$ cat src/rtl/skullfet_tester_pkg.sv
// Shared definitions for the skullfet Wishbone tester.
// Holds the register map offsets, CTRL/STATUS bit positions and the
// stimulus FSM state type used by skullfet_wb_tester.
package skullfet_tester_pkg;

  // Register offsets within the 256-byte responder window
  localparam logic [7:0] OffCtrl    = 8'h00;
  localparam logic [7:0] OffDiv     = 8'h04;
  localparam logic [7:0] OffSettle  = 8'h08;
  localparam logic [7:0] OffStatus  = 8'h0C;
  localparam logic [7:0] OffToggles = 8'h10;
  localparam logic [7:0] OffErrors  = 8'h14;

  // CTRL bit indices
  localparam int unsigned CtrlRun   = 0;
  localparam int unsigned CtrlOe    = 1;
  localparam int unsigned CtrlIrqEn = 2;
  localparam int unsigned CtrlClr   = 3;

  // STATUS bit indices
  localparam int unsigned StatBusy  = 0;
  localparam int unsigned StatErr   = 1;
  localparam int unsigned StatSense = 2;

  typedef enum logic {
    StIdle,
    StRun
  } state_e;

endpackage

$ cat src/rtl/skullfet_sense_sync.sv
// Two-flop synchronizer for the asynchronous sense pad, plus a third flop
// for rising-edge detection.
// Ports:
//   clk_i   - system clock
//   rst_i   - synchronous active-high reset
//   sense_i - asynchronous cell output (io_in)
//   sync_o  - synchronized sense level
//   rise_o  - one-cycle pulse on a rising edge of sync_o
module skullfet_sense_sync (
  input  logic clk_i,
  input  logic rst_i,
  input  logic sense_i,
  output logic sync_o,
  output logic rise_o
);

  logic [2:0] sync_q, sync_d;

  always_comb begin
    sync_d = {sync_q[1:0], sense_i};
  end

  always_ff @(posedge clk_i) begin
    if (rst_i) begin
      sync_q <= '0;
    end else begin
      sync_q <= sync_d;
    end
  end

  assign sync_o = sync_q[1];
  assign rise_o = sync_q[1] & ~sync_q[2];

endmodule

$ cat src/rtl/skullfet_wb_tester.sv
// Wishbone responder that drives a skullfet test cell with a programmable
// square wave and checks the cell's inverted response.
// Ports:
//   wb_clk_i, wb_rst_i      - clock and synchronous active-high reset
//   wbs_*                   - Wishbone classic slave (ack one cycle after hit)
//   stim_o, stim_oeb_o      - stimulus pad data and output-enable-bar
//   sense_i                 - asynchronous cell output pad
//   irq_o                   - level interrupt (irq_en & err_sticky, registered)
module skullfet_wb_tester
  import skullfet_tester_pkg::*;
#(
  parameter logic [31:0] BASE_ADDR = 32'h3000_0000,
  parameter int unsigned DIV_W     = 16,  // must be >= 8 so SETTLE fits the phase
  parameter int unsigned CNT_W     = 16
) (
  input  logic        wb_clk_i,
  input  logic        wb_rst_i,
  input  logic        wbs_cyc_i,
  input  logic        wbs_stb_i,
  input  logic        wbs_we_i,
  input  logic [3:0]  wbs_sel_i,
  input  logic [31:0] wbs_adr_i,
  input  logic [31:0] wbs_dat_i,
  output logic        wbs_ack_o,
  output logic [31:0] wbs_dat_o,
  output logic        stim_o,
  output logic        stim_oeb_o,
  input  logic        sense_i,
  output logic        irq_o
);

  logic             ack_q, ack_d;
  logic             run_q, run_d;
  logic             oe_q, oe_d;
  logic             irq_en_q, irq_en_d;
  logic [DIV_W-1:0] div_q, div_d;
  logic [7:0]       settle_q, settle_d;
  logic             err_sticky_q, err_sticky_d;
  logic [CNT_W-1:0] toggles_q, toggles_d;
  logic [CNT_W-1:0] errors_q, errors_d;
  logic             stim_q, stim_d;
  logic [DIV_W-1:0] phase_q, phase_d;
  logic             irq_q, irq_d;
  state_e           state_q, state_d;

  logic        hit, wr, clr, err_clr, mismatch;
  logic        sense_sync, sense_rise;
  logic [31:0] rdata;
  logic        unused_bits;

  assign unused_bits = ^{wbs_dat_i, wbs_sel_i};

  skullfet_sense_sync u_sense_sync (
    .clk_i   (wb_clk_i),
    .rst_i   (wb_rst_i),
    .sense_i (sense_i),
    .sync_o  (sense_sync),
    .rise_o  (sense_rise)
  );

  assign hit = wbs_cyc_i & wbs_stb_i & (wbs_adr_i[31:8] == BASE_ADDR[31:8]);
  // The ack cycle is the write-apply cycle; the master holds its request until it sees ack.
  assign wr  = ack_q & wbs_cyc_i & wbs_stb_i & wbs_we_i;

  always_comb begin
    // Ack drops for one cycle after each ack, so a held strobe gets every other cycle.
    ack_d        = hit & ~ack_q;
    run_d        = run_q;
    oe_d         = oe_q;
    irq_en_d     = irq_en_q;
    div_d        = div_q;
    settle_d     = settle_q;
    clr          = 1'b0;
    err_clr      = 1'b0;
    if (wr) begin
      case (wbs_adr_i[7:0])
        OffCtrl: begin
          if (wbs_sel_i[0]) begin
            run_d    = wbs_dat_i[CtrlRun];
            oe_d     = wbs_dat_i[CtrlOe];
            irq_en_d = wbs_dat_i[CtrlIrqEn];
            clr      = wbs_dat_i[CtrlClr];
          end
        end
        OffDiv: begin
          for (int i = 0; i < DIV_W; i++) begin
            if (wbs_sel_i[i[4:3]]) div_d[i] = wbs_dat_i[i];
          end
        end
        OffSettle: if (wbs_sel_i[0]) settle_d = wbs_dat_i[7:0];
        OffStatus: if (wbs_sel_i[0]) err_clr = wbs_dat_i[StatErr];
        default: ;
      endcase
    end

    state_d  = state_q;
    phase_d  = phase_q;
    stim_d   = stim_q;
    mismatch = 1'b0;
    case (state_q)
      StIdle: begin
        if (run_q) begin
          state_d = StRun;
          phase_d = '0;
        end
      end
      StRun: begin
        if (!run_q) begin
          state_d = StIdle;
        end else begin
          phase_d = phase_q + DIV_W'(1);
          // The cell inverts, so a healthy response equals ~stim.
          if (phase_q == DIV_W'(settle_q)) mismatch = (sense_sync == stim_q);
          if (phase_q == div_q) begin
            stim_d  = ~stim_q;
            phase_d = '0;
          end
        end
      end
      default: state_d = StIdle;
    endcase

    // Clears win over simultaneous increments/sets.
    if (clr) begin
      toggles_d = '0;
    end else if (sense_rise && (toggles_q != '1)) begin
      toggles_d = toggles_q + CNT_W'(1);
    end else begin
      toggles_d = toggles_q;
    end

    if (clr) begin
      errors_d = '0;
    end else if (mismatch && (errors_q != '1)) begin
      errors_d = errors_q + CNT_W'(1);
    end else begin
      errors_d = errors_q;
    end

    if (clr || err_clr) begin
      err_sticky_d = 1'b0;
    end else if (mismatch) begin
      err_sticky_d = 1'b1;
    end else begin
      err_sticky_d = err_sticky_q;
    end

    irq_d = irq_en_q & err_sticky_q;
  end

  always_comb begin
    rdata = '0;
    case (wbs_adr_i[7:0])
      OffCtrl: begin
        rdata[CtrlRun]   = run_q;
        rdata[CtrlOe]    = oe_q;
        rdata[CtrlIrqEn] = irq_en_q;
      end
      OffDiv:     rdata[DIV_W-1:0] = div_q;
      OffSettle:  rdata[7:0]       = settle_q;
      OffStatus: begin
        rdata[StatBusy]  = (state_q == StRun);
        rdata[StatErr]   = err_sticky_q;
        rdata[StatSense] = sense_sync;
      end
      OffToggles: rdata[CNT_W-1:0] = toggles_q;
      OffErrors:  rdata[CNT_W-1:0] = errors_q;
      default: ;
    endcase
  end

  always_ff @(posedge wb_clk_i) begin
    if (wb_rst_i) begin
      ack_q        <= 1'b0;
      run_q        <= 1'b0;
      oe_q         <= 1'b0;
      irq_en_q     <= 1'b0;
      div_q        <= '0;
      settle_q     <= '0;
      err_sticky_q <= 1'b0;
      toggles_q    <= '0;
      errors_q     <= '0;
      stim_q       <= 1'b0;
      phase_q      <= '0;
      irq_q        <= 1'b0;
      state_q      <= StIdle;
    end else begin
      ack_q        <= ack_d;
      run_q        <= run_d;
      oe_q         <= oe_d;
      irq_en_q     <= irq_en_d;
      div_q        <= div_d;
      settle_q     <= settle_d;
      err_sticky_q <= err_sticky_d;
      toggles_q    <= toggles_d;
      errors_q     <= errors_d;
      stim_q       <= stim_d;
      phase_q      <= phase_d;
      irq_q        <= irq_d;
      state_q      <= state_d;
    end
  end

  assign wbs_ack_o  = ack_q;
  assign wbs_dat_o  = ack_q ? rdata : 32'h0;
  assign stim_o     = stim_q;
  assign stim_oeb_o = ~oe_q;
  assign irq_o      = irq_q;

endmodule

$ cat config.mk
export PLATFORM = sky130hd
export DESIGN_NAME = skullfet_wb_tester
export DESIGN_NICKNAME = d
export VERILOG_FILES = /design/src/rtl/skullfet_tester_pkg.sv /design/src/rtl/skullfet_sense_sync.sv /design/src/rtl/skullfet_wb_tester.sv
export SDC_FILE = /design/constraint.sdc
export NUM_CORES = 1
export LEC_CHECK = 0
export BUFFER_PORTS_ARGS = -buffer_cell sky130_fd_sc_hd__buf_2
export CAP_MARGIN = 20
export CORE_AREA = 10 10 122 124
export DETAILED_ROUTE_END_ITERATION = 16
export DIE_AREA = 0 0 132 134
export GPL_ROUTABILITY_DRIVEN = 0
export PLACE_DENSITY = 0.59
export SYNTH_ARGS = -nofsm -noshare
export SYNTH_HDL_FRONTEND = slang
export SYNTH_SLANG_ARGS = --single-unit
$ cat constraint.sdc
create_clock -name wb_clk_i -period 2.6 [get_ports wb_clk_i]
set_input_delay 0.52 -clock wb_clk_i [delete_from_list [all_inputs] [get_ports wb_clk_i]]
set_output_delay 0.52 -clock wb_clk_i [all_outputs]
set_load 0.02 [all_outputs]
==> results of run 1 <==
==> worst paths after layout <==
path / endpoint / slack [ns] / depth (start not counted)
max reg2reg: errors_q[15] / 0.30 / 6
min: u_sense_sync.sync_q[0] / 0.38 / 2
min reg2reg: u_sense_sync.sync_q[1] / 0.44 / 1
max: wbs_dat_o[3] / -0.03 / 7
==> worst max-delay path, cell delays in order <==
cell and delay (ns):
buf_2 0.20, nor2b_1 0.12, nor3b_2 0.16, buf_4 0.16
a222oi_1 0.68, a21oi_4 0.10, buf_6 0.17
==> synth_stat cells (all sizes together) (2+ instances only) <==
library cell / n / share of area
ha: 3 / 0.0079
nor2: 48 / 0.038
a222oi: 5 / 0.011
nand2: 47 / 0.037
dfxtp: 83 / 0.35
o311ai: 4 / 0.0074
clkbuf: 33 / 0.026
nand3: 25 / 0.028
nor4b: 2 / 0.0037
nand4: 21 / 0.028
mux2: 11 / 0.026
or3: 12 / 0.016
or2: 5 / 0.0066
o21ai: 19 / 0.020
buf: 21 / 0.032
inv: 8 / 0.0064
a22oi: 11 / 0.017
xor2: 35 / 0.065
and4: 8 / 0.015
o211ai: 7 / 0.011
or4: 15 / 0.025
mux2i: 21 / 0.044
o31ai: 11 / 0.017
nor4: 14 / 0.023
a21oi: 38 / 0.040
nor2b: 6 / 0.0079
a221oi: 3 / 0.0056
a31oi: 2 / 0.0026
and2: 8 / 0.011
nand2b: 7 / 0.0093
and3: 11 / 0.015
a21boi: 4 / 0.0064
nor3: 10 / 0.012
xnor2: 4 / 0.0074
==> routing by layer <==
metal  wire length [um]  share of wire  up-vias  GRT usage
met5                  0              0        -          0
met4                264          0.019        0     0.0550
met3                883          0.063       18     0.0437
met2               6390           0.45      143      0.251
met1               6580           0.47     2113      0.205
li1                   -              -     2226          -
==> sequential cells by signal, summed over array words and instances (netlist names), 3 cells and up <==
name / count
phase_q: 16
div_q: 16
settle_q: 8
errors_q: 16
u_sense_sync.sync_q: 3
toggles_q: 16
==> where the power goes <==
group,leakage [nW],total [mW],switching (mW),internal (mW)
clock network,0.165,1.41,0.517,0.889
registers,0.669,1.28,0.00343,1.27
logic,1.39,0.149,0.0911,0.0579
==> metrics by stage <==
step / instances / hold WS [ns]
2_1_floorplan: 588 / 0.414
3_3_place_gp: 810 / 0.422
3_5_place_dp: 810 / 0.425
4_1_cts: 826 / 0.375
5_1_grt: 827 / 0.415
6_report: 827 / 0.384
==> cells by family (layout without fill, tap and decap cells) <==
| logic type | after synthesis | count (layout) | synth area share |
|---|---|---|---|
| simple gates | 241 | 241 | 0.279 |
| compound gates | 112 | 112 | 0.154 |
| flops | 83 | 83 | 0.352 |
| buf+inv | 62 | 129 | 0.0643 |
| xor+xnor | 39 | 39 | 0.0723 |
| mux | 32 | 32 | 0.0707 |
| fa+ha+maj | 3 | 3 | 0.00794 |
| other cells | 1 | 16 | 0.000794 |
==> final cells by class <==
cell class	instances	share of cell area
clock inverter	5	0.0128
clock buffer	11	0.0431
timing repair buffer	105	0.119
multi-input combinational	443	0.500
tap	172	0.0367
sequential	83	0.283
inverter	8	0.00512
==> repair_timing <==
item	4_1_cts	5_1_grt
setup endpoints to repair	15	16
gates resized for setup	14	16
pin swaps	0	2
hold endpoints to repair	0	0
setup buffers	0	1
==> flow_summary.yaml, run 1 <==
timing:
  finalCriticalPeriod_ns: 2.63
  fmax_mhz: 380
  period_share: 1.01
  setup_violations: 4
  worst_pin_slew_ns: 0.800
  final-hold-violation-count: 0
  worst_slack_ns: -0.0342
  maxSlewViolCount: 0
  skew_ns: 0.00546
  max-slew-margin-rel: 0.467
  rsz0062_at_grt: "true"
  finalSetupTns_ns: -0.0645
synth:
  yosysSeqAreaShare: 0.352
  synth-edff-count: 0
  synth.distinct_cells: 57
  synthCells: 573
  ys_ff_latch: 83
  syn_area_per_cell_um2: 8.25
  synth_area_mm2: 0.00473
  ys_async_sr_fraction: 0
  ys_warn_count: 0
  ys.flop_type: "dfxtp_1"
cells_and_area:
  multiInputGateArea_mm2: 0.00294
  n_fill_cell: 1208
  final_common_cell: "dfxtp_1"
  antenna_cells: 0
  nNetsFinal: 727
  mostFrequentLayoutCells: "83 x dfxtp_1, 58 x buf_2, 47 x nand2_1"
  fin_util: 0.471
  seq_area_mm2: 0.00166
  drive_gt1_frac: 0.241
  areaGrowthSynthToFinish_pct: 24.2
  stdcell_area_mm2: 0.00587
clocking:
  hold_buffers: 0
  cts_buffers: 9
  root_buffer: "clkbuf_16"
  clk_pin_slew_worst_paths_ns: 0.06
  clock_latency_ns: 0.34
  cts_buffer_depth: 2
  htreeDepth: 3
  cts.sinks: 83
  cts_tree: "yes"
die:
  std_cell_rows: 41
  die_w_um: 132
  coreArea_mm2: 0.0125
  die_y_um: 134
  dieArea_mm2: 0.0177
  ios: 110
  initial_utilization: 0.379
min_path:
  hp-class: "primary input to flip-flop"
  min_from: "sense_i"
power_and_ir_drop:
  powerDensity_mw_per_mm2: 483
  total_leakage_power_nw: 2.22
  total_power_mw: 2.83
  peakVddDrop_uv: 290
status:
  run_status: "finished with violations"
  violations: "negative setup slack"
grt:
  grt_pass1_wl_um: 23200
  grt-ovfl-total: 0
  antenna_found_initial: 0
  grtUsageTotal: 0.159
  grt_pass1_vias: 4568
  grt_max_degree: 33
critical_path:
  crit_path_end_kind: "primary output"
  start_kind: "primary input"
  critPathLaunch: "wbs_adr_i[2]"
  r2r-start: "phase_q[8]"
  crit_arrival_ns: 2.11
  path_max_fanout: 10
  path_class: "primary input to primary output"
  worstPathRequired_ns: 2.08
drt:
  drt_wl_total_um: 14100
  dr_total_vias: 4500
  wl_per_cell_um: 17.1
  vias_per_cell: 5.44
  drt_iter0_markers: 326
  ant_nets: 0
  drc: 0
  firstDrtPassIters: 5
flow_run:
  maxCapViolations: 0
place:
  postPlaceCellArea_mm2: 0.00543
  port_buffers: 75
  dp_slack_ns: -0.145
  place_hpwl_um: 10900
No activity file was read; power rests on OpenSTA's default activity.
==> run 2, diff against run 1 <==
CTS_BUF_LIST = sky130_fd_sc_hd__clkbuf_8   (was not set)
SKIP_LAST_GASP = 1   (was not set)
==> run 2 against run 1 <==
  * The run still ends with negative setup slack left
  * Routed wire length shrank 0.57%
  * Combinational power about the same
  * Critical endpoint is now wbs_dat_o[7]
  * Worst hold slack got worse by 0.025 ns
  * Setup slack better by 0.016 ns
  * Flip-flop and latch count unchanged
  * Largest power group is now sequential cells
  * Via count unchanged
  * Non-clock buffer count did not move
  * Clock-buffer cell count stayed put
  * Sequential share of layout area is 0.54 points higher
==> flow_summary.yaml, run 2 (synthesis gave the netlist of run 1 again) <==
status:
  run_status: "finished with violations"
  violations: "negative setup slack"
timing:
  setup_violations: 3
  period_share: 1.01
  fmax_mhz: 382
  rsz0062_at_grt: "true"
  max-slew-margin-rel: 0.489
  skew_ns: 0.00828
  worst_pin_slew_ns: 0.767
  finalCriticalPeriod_ns: 2.62
  finalSetupTns_ns: -0.0337
  worst_slack_ns: -0.0179
  final-hold-violation-count: 0
  maxSlewViolCount: 0
critical_path:
  start_kind: "primary input"
  path_cells: "buf_6 > or3_4 > or2_4 > or3_4 > a21boi_4 > a21oi_4 > buf_6"
  critical-path-slowest-cell: "or3_4"
  crit_path_max_incr_delay_ns: 0.38
  path_class: "primary input to primary output"
  crit_arrival_ns: 2.10
  path_max_fanout: 5
  worstPathRequired_ns: 2.08
  crit_path_end_kind: "primary output"
grt:
  grt_max_degree: 33
  grt-ovfl-total: 0
  antenna_found_initial: 0
  grtUsageTotal: 0.158
  grt_pass1_wl_um: 23200
  grt_pass1_vias: 4554
place:
  dp_slack_ns: -0.145
  place_hpwl_um: 10900
  postPlaceCellArea_mm2: 0.00543
  dp.cells: 810
  port_buffers: 75
power_and_ir_drop:
  p_sw_uw: 571
  clkPwrFrac: 0.428
  total_leakage_power_nw: 2.17
  seqPwrFrac: 0.512
  peakVddDrop_uv: 248
  powerDensity_mw_per_mm2: 432
  cellInternalPower_mw: 1.92
  comb_power_share: 0.059
  sw_frac_of_total: 0.229
die:
  die_y_um: 134
  initial_utilization: 0.379
  std_cell_rows: 41
  die_w_um: 132
  ios: 110
  dieArea_mm2: 0.0177
  coreArea_mm2: 0.0125
cells_and_area:
  antenna_cells: 0
  final_common_cell: "dfxtp_1"
  nNetsFinal: 727
  drive_gt1_frac: 0.241
  fin_cells: 827
  areaGrowthSynthToFinish_pct: 21.9
  n_fill_cell: 1216
  mostFrequentLayoutCells: "83 x dfxtp_1, 58 x buf_2, 47 x nand2_1"
  stdcell_area_mm2: 0.00576
clocking:
  clk_pin_slew_worst_paths_ns: 0.09
  cts.sinks: 83
  cts_buffers: 9
  cts_buffer_depth: 2
  root_buffer: "clkbuf_8"
  cts_tree: "yes"
  htreeDepth: 3
  clock_latency_ns: 0.36
  hold_buffers: 0
drt:
  dr_total_vias: 4500
  vias_per_cell: 5.44
  ant_nets: 0
  drt_wl_total_um: 14000
  drc: 0
  wl_per_cell_um: 17.0
  firstDrtPassIters: 5
  drt_iter0_markers: 293
min_path:
  hp-class: "primary input to flip-flop"
flow_run:
  maxCapViolations: 0
## run 2: cell counts in the layout (fill, tap and decap cells not counted)
Identical to the previous run, type by type.
## run 2: final timing paths
check | from | end | slack [ns] | cells past startpoint
max | wbs_adr_i[5] | wbs_dat_o[7] | -0.02 | 7
max reg2reg | phase_q[8] | errors_q[15] | 0.30 | 6
min reg2reg | u_sense_sync.sync_q[0] | u_sense_sync.sync_q[1] | 0.45 | 1
min | sense_i | u_sense_sync.sync_q[0] | 0.36 | 2
## run 2: area by class of cell
class / count / area [um2] / area share
clock buffer: 11 / 151 / 0.0263
clock inverter: 5 / 75.1 / 0.0130
sequential: 83 / 1660 / 0.289
timing repair buffer: 105 / 698 / 0.121
inverter: 8 / 30.0 / 0.00521
tap: 172 / 215 / 0.0374
multi-input combinational: 443 / 2930 / 0.508
## run 2: repair_timing
item                       in CTS  in global routing
gates resized for setup        14                 15
setup endpoints to repair      15                 16
hold endpoints to repair        0                  0
gates cloned                    0                  0
pin swaps                       0                  2
setup buffers                   0                  1
## run 2: metal layers
layer / up-vias / track usage / wire length, um
met1: 2094 / 0.206 / 6520
met4: 0 / 0.0630 / 286
li1: 2227 / - / -
met3: 21 / 0.0385 / 882
met5: - / 0 / 0
met2: 158 / 0.247 / 6350
## run 2: worst max-delay path, delay by kind of cell
kind	cells	cell delay [ns]
simple gates	3	0.99
compound gates	2	0.36
buf+inv	2	0.22
## run 2: power groups by stage
stage | registers [mW] | logic [mW] | clock network (mW)
global route | 1.28 | 0.162 | 1.15
global placement | 1.31 | 0.141 | 0
finish | 1.28 | 0.148 | 1.07
CTS | 1.28 | 0.146 | 1.09
floorplan | 1.30 | 0.0896 | 0
detailed placement | 1.31 | 0.144 | 0
## run 2: through the flow
step / util / hold slack, ns / power [mW]
after floorplan: - / 0.414 / 1.39
final: 0.462 / 0.359 / 2.49
after detailed placement: 0.436 / 0.425 / 1.45
after CTS: 0.458 / 0.345 / 2.51
after global routing: 0.462 / 0.380 / 2.58
after global placement: 0.436 / 0.422 / 1.45
==> run 3, diff against run 2 <==
==> constraint.sdc (replaced) <==
create_clock -name wb_clk_i -period 2.6 [get_ports wb_clk_i]
set_input_delay 0.78 -clock wb_clk_i [delete_from_list [all_inputs] [get_ports wb_clk_i]]
set_output_delay 0.78 -clock wb_clk_i [all_outputs]
set_load 0.02 [all_outputs]
==> run 3 against run 2 <==
  * The run still ends with negative setup slack left
  * Global-route usage rose by 0.22 points
  * Flip-flop and latch count did not move
  * Critical path depth did not move
  * Via count rose by 1.9%
  * Clock power rose by 19%
  * First-iteration DRC count rose by 43%
  * Combinational power rose by 5%
  * Setup slack got worse by 0.53 ns
  * Non-clock buffer count rose by 17
  * Critical path type unchanged
  * Routed wire length rose by 2.6%
==> flow_summary.yaml, run 3 (synthesis gave the netlist of run 1 again) <==
critical_path:
  reg2reg_to: "errors_q[15]"
  critical-path-slowest-cell: "or3_4"
  worstPathRequired_ns: 1.82
  path_cells: "buf_6 > or3_4 > or2_4 > or3_4 > a21boi_4 > a21oi_4 > buf_6"
  crit_path_end_kind: "primary output"
  critPathCapture: "wbs_dat_o[7]"
  r2r-start: "phase_q[10]"
  r2r_slack_ns: 0.36
  crit_path_max_incr_delay_ns: 0.38
  path_max_fanout: 5
  crit_arrival_ns: 2.37
  cpLargestDelayFamily: "simple AND/OR/NAND/NOR gates"
  reg2reg_depth: 6
  critPathLaunch: "wbs_adr_i[5]"
  start_kind: "primary input"
  worstSetupPathDepth: 7
  path_class: "primary input to primary output"
  critPathBufInv: 2
timing:
  rsz0062_at_grt: "true"
  period_share: 1.21
  setup_violations: 16
  max-slew-margin-rel: 0.479
  final-hold-violation-count: 0
  maxSlewViolCount: 0
  worst_pin_slew_ns: 0.782
  finalCriticalPeriod_ns: 3.15
  worst_slack_ns: -0.551
  skew_ns: 0.0124
  fmax_mhz: 317
grt:
  grt_max_degree: 33
  grt-ovfl-total: 0
  antenna_found_initial: 0
  grtUsageTotal: 0.161
  grt_pass1_vias: 4537
  grt_pass1_wl_um: 23200
power_and_ir_drop:
  total_leakage_power_nw: 2.30
  powerDensity_mw_per_mm2: 445
  peakVddDrop_uv: 324
cells_and_area:
  areaGrowthSynthToFinish_pct: 28.2
  final_common_cell: "dfxtp_1"
  drive_gt1_frac: 0.272
  nNetsFinal: 744
  antenna_cells: 0
  fin_cells: 844
  stdcell_area_mm2: 0.00606
  mostFrequentLayoutCells: "83 x dfxtp_1, 57 x buf_2, 47 x nand2_1"
drt:
  dr_total_vias: 4587
  wl_per_cell_um: 17.1
  firstDrtPassIters: 5
  drt_iter0_markers: 420
  routed-wl-met3_um: 855
  vias_per_cell: 5.43
  ant_nets: 0
  highest_layer: "met4"
  drt-met1-wl_um: 6960
  wl_met2_um: 6360
  drt_wl_total_um: 14400
  drc: 0
flow_run:
  maxCapViolations: 0
die:
  initial_utilization: 0.379
  dieArea_mm2: 0.0177
  coreArea_mm2: 0.0125
  std_cell_rows: 41
  die_y_um: 134
  ios: 110
  die_w_um: 132
status:
  run_status: "finished with violations"
  violations: "negative setup slack"
place:
  dp_slack_ns: -0.642
  dp.cells: 826
  postPlaceCellArea_mm2: 0.00556
  place_hpwl_um: 11100
  port_buffers: 75
clocking:
  clock_latency_ns: 0.39
  cts_buffer_depth: 2
  root_buffer: "clkbuf_8"
  clk_pin_slew_worst_paths_ns: 0.08
  cts.sinks: 83
  cts_buffers: 9
  htreeDepth: 3
  cts_tree: "yes"
min_path:
  hp-class: "flip-flop to flip-flop"
==> run 3: cell types whose count changed in the layout (fill, tap and decap cells not counted), sizes merged <==
cell,delta
bufinv,+2
buf,+16
clkinv,-2
clkinvlp,+1
==> run 3: area by class of cell <==
type / instances / area [um2]
clock buffers: 10 / 138
repair buffers: 122 / 875
inverters: 8 / 30.0
multi-input cells: 443 / 3000
clock inverters: 6 / 136
fillers: 1193 / 6410
well taps: 172 / 215
flip-flops and latches: 83 / 1660
==> run 3: report_power, final <==
| group | internal, mW | total (mW) | switching, mW |
|---|---|---|---|
| Combinational | 0.0624 | 0.155 | 0.0930 |
| Clock | 0.762 | 1.27 | 0.505 |
| Sequential | 1.27 | 1.28 | 0.00359 |
| Total | 2.10 | 2.70 | 0.601 |
==> run 3: repair_timing <==
item | CTS | global route
endpoints found under the setup margin | 16 | 16
gates cloned | 0 | 0
gates resized for setup | 35 | 18
hold buffers | 0 | 0
setup buffers | 0 | 2
endpoints found under the hold margin | 0 | 0
pin swaps | 7 | 8
==> run 3: through the flow <==
stage / TNS [ns] / hold slack, ns / power [mW] / utilization
after floorplan: -8.01 / 0.414 / 1.39 / -
after global placement: -9.20 / 0.420 / 1.45 / 0.446
after detailed placement: -9.87 / 0.431 / 1.46 / 0.446
after CTS: -7.73 / 0.453 / 2.72 / 0.480
after global routing: -8.46 / 0.473 / 2.79 / 0.486
final: -7.56 / 0.444 / 2.70 / 0.486
==> run 3: how the worst min path moves through the flow <==
stage	startpoint	endpoint	slack (ns)	depth (start not counted)
floorplan	u_sense_sync.sync_q[0]	u_sense_sync.sync_q[1]	0.41	1
global placement	u_sense_sync.sync_q[0]	u_sense_sync.sync_q[1]	0.42	1
detailed placement	u_sense_sync.sync_q[0]	u_sense_sync.sync_q[1]	0.43	1
CTS	u_sense_sync.sync_q[0]	u_sense_sync.sync_q[1]	0.45	1
global route	u_sense_sync.sync_q[0]	u_sense_sync.sync_q[1]	0.47	1
finish	u_sense_sync.sync_q[0]	u_sense_sync.sync_q[1]	0.44	1
==> run 3: layer usage <==
| metal | vias to the layer above | global-route usage |
|---|---|---|
| met5 | - | 0 |
| li1 | 2259 | - |
| met2 | 142 | 0.247 |
| met3 | 15 | 0.0512 |
| met1 | 2171 | 0.208 |
| met4 | 0 | 0.0519 |
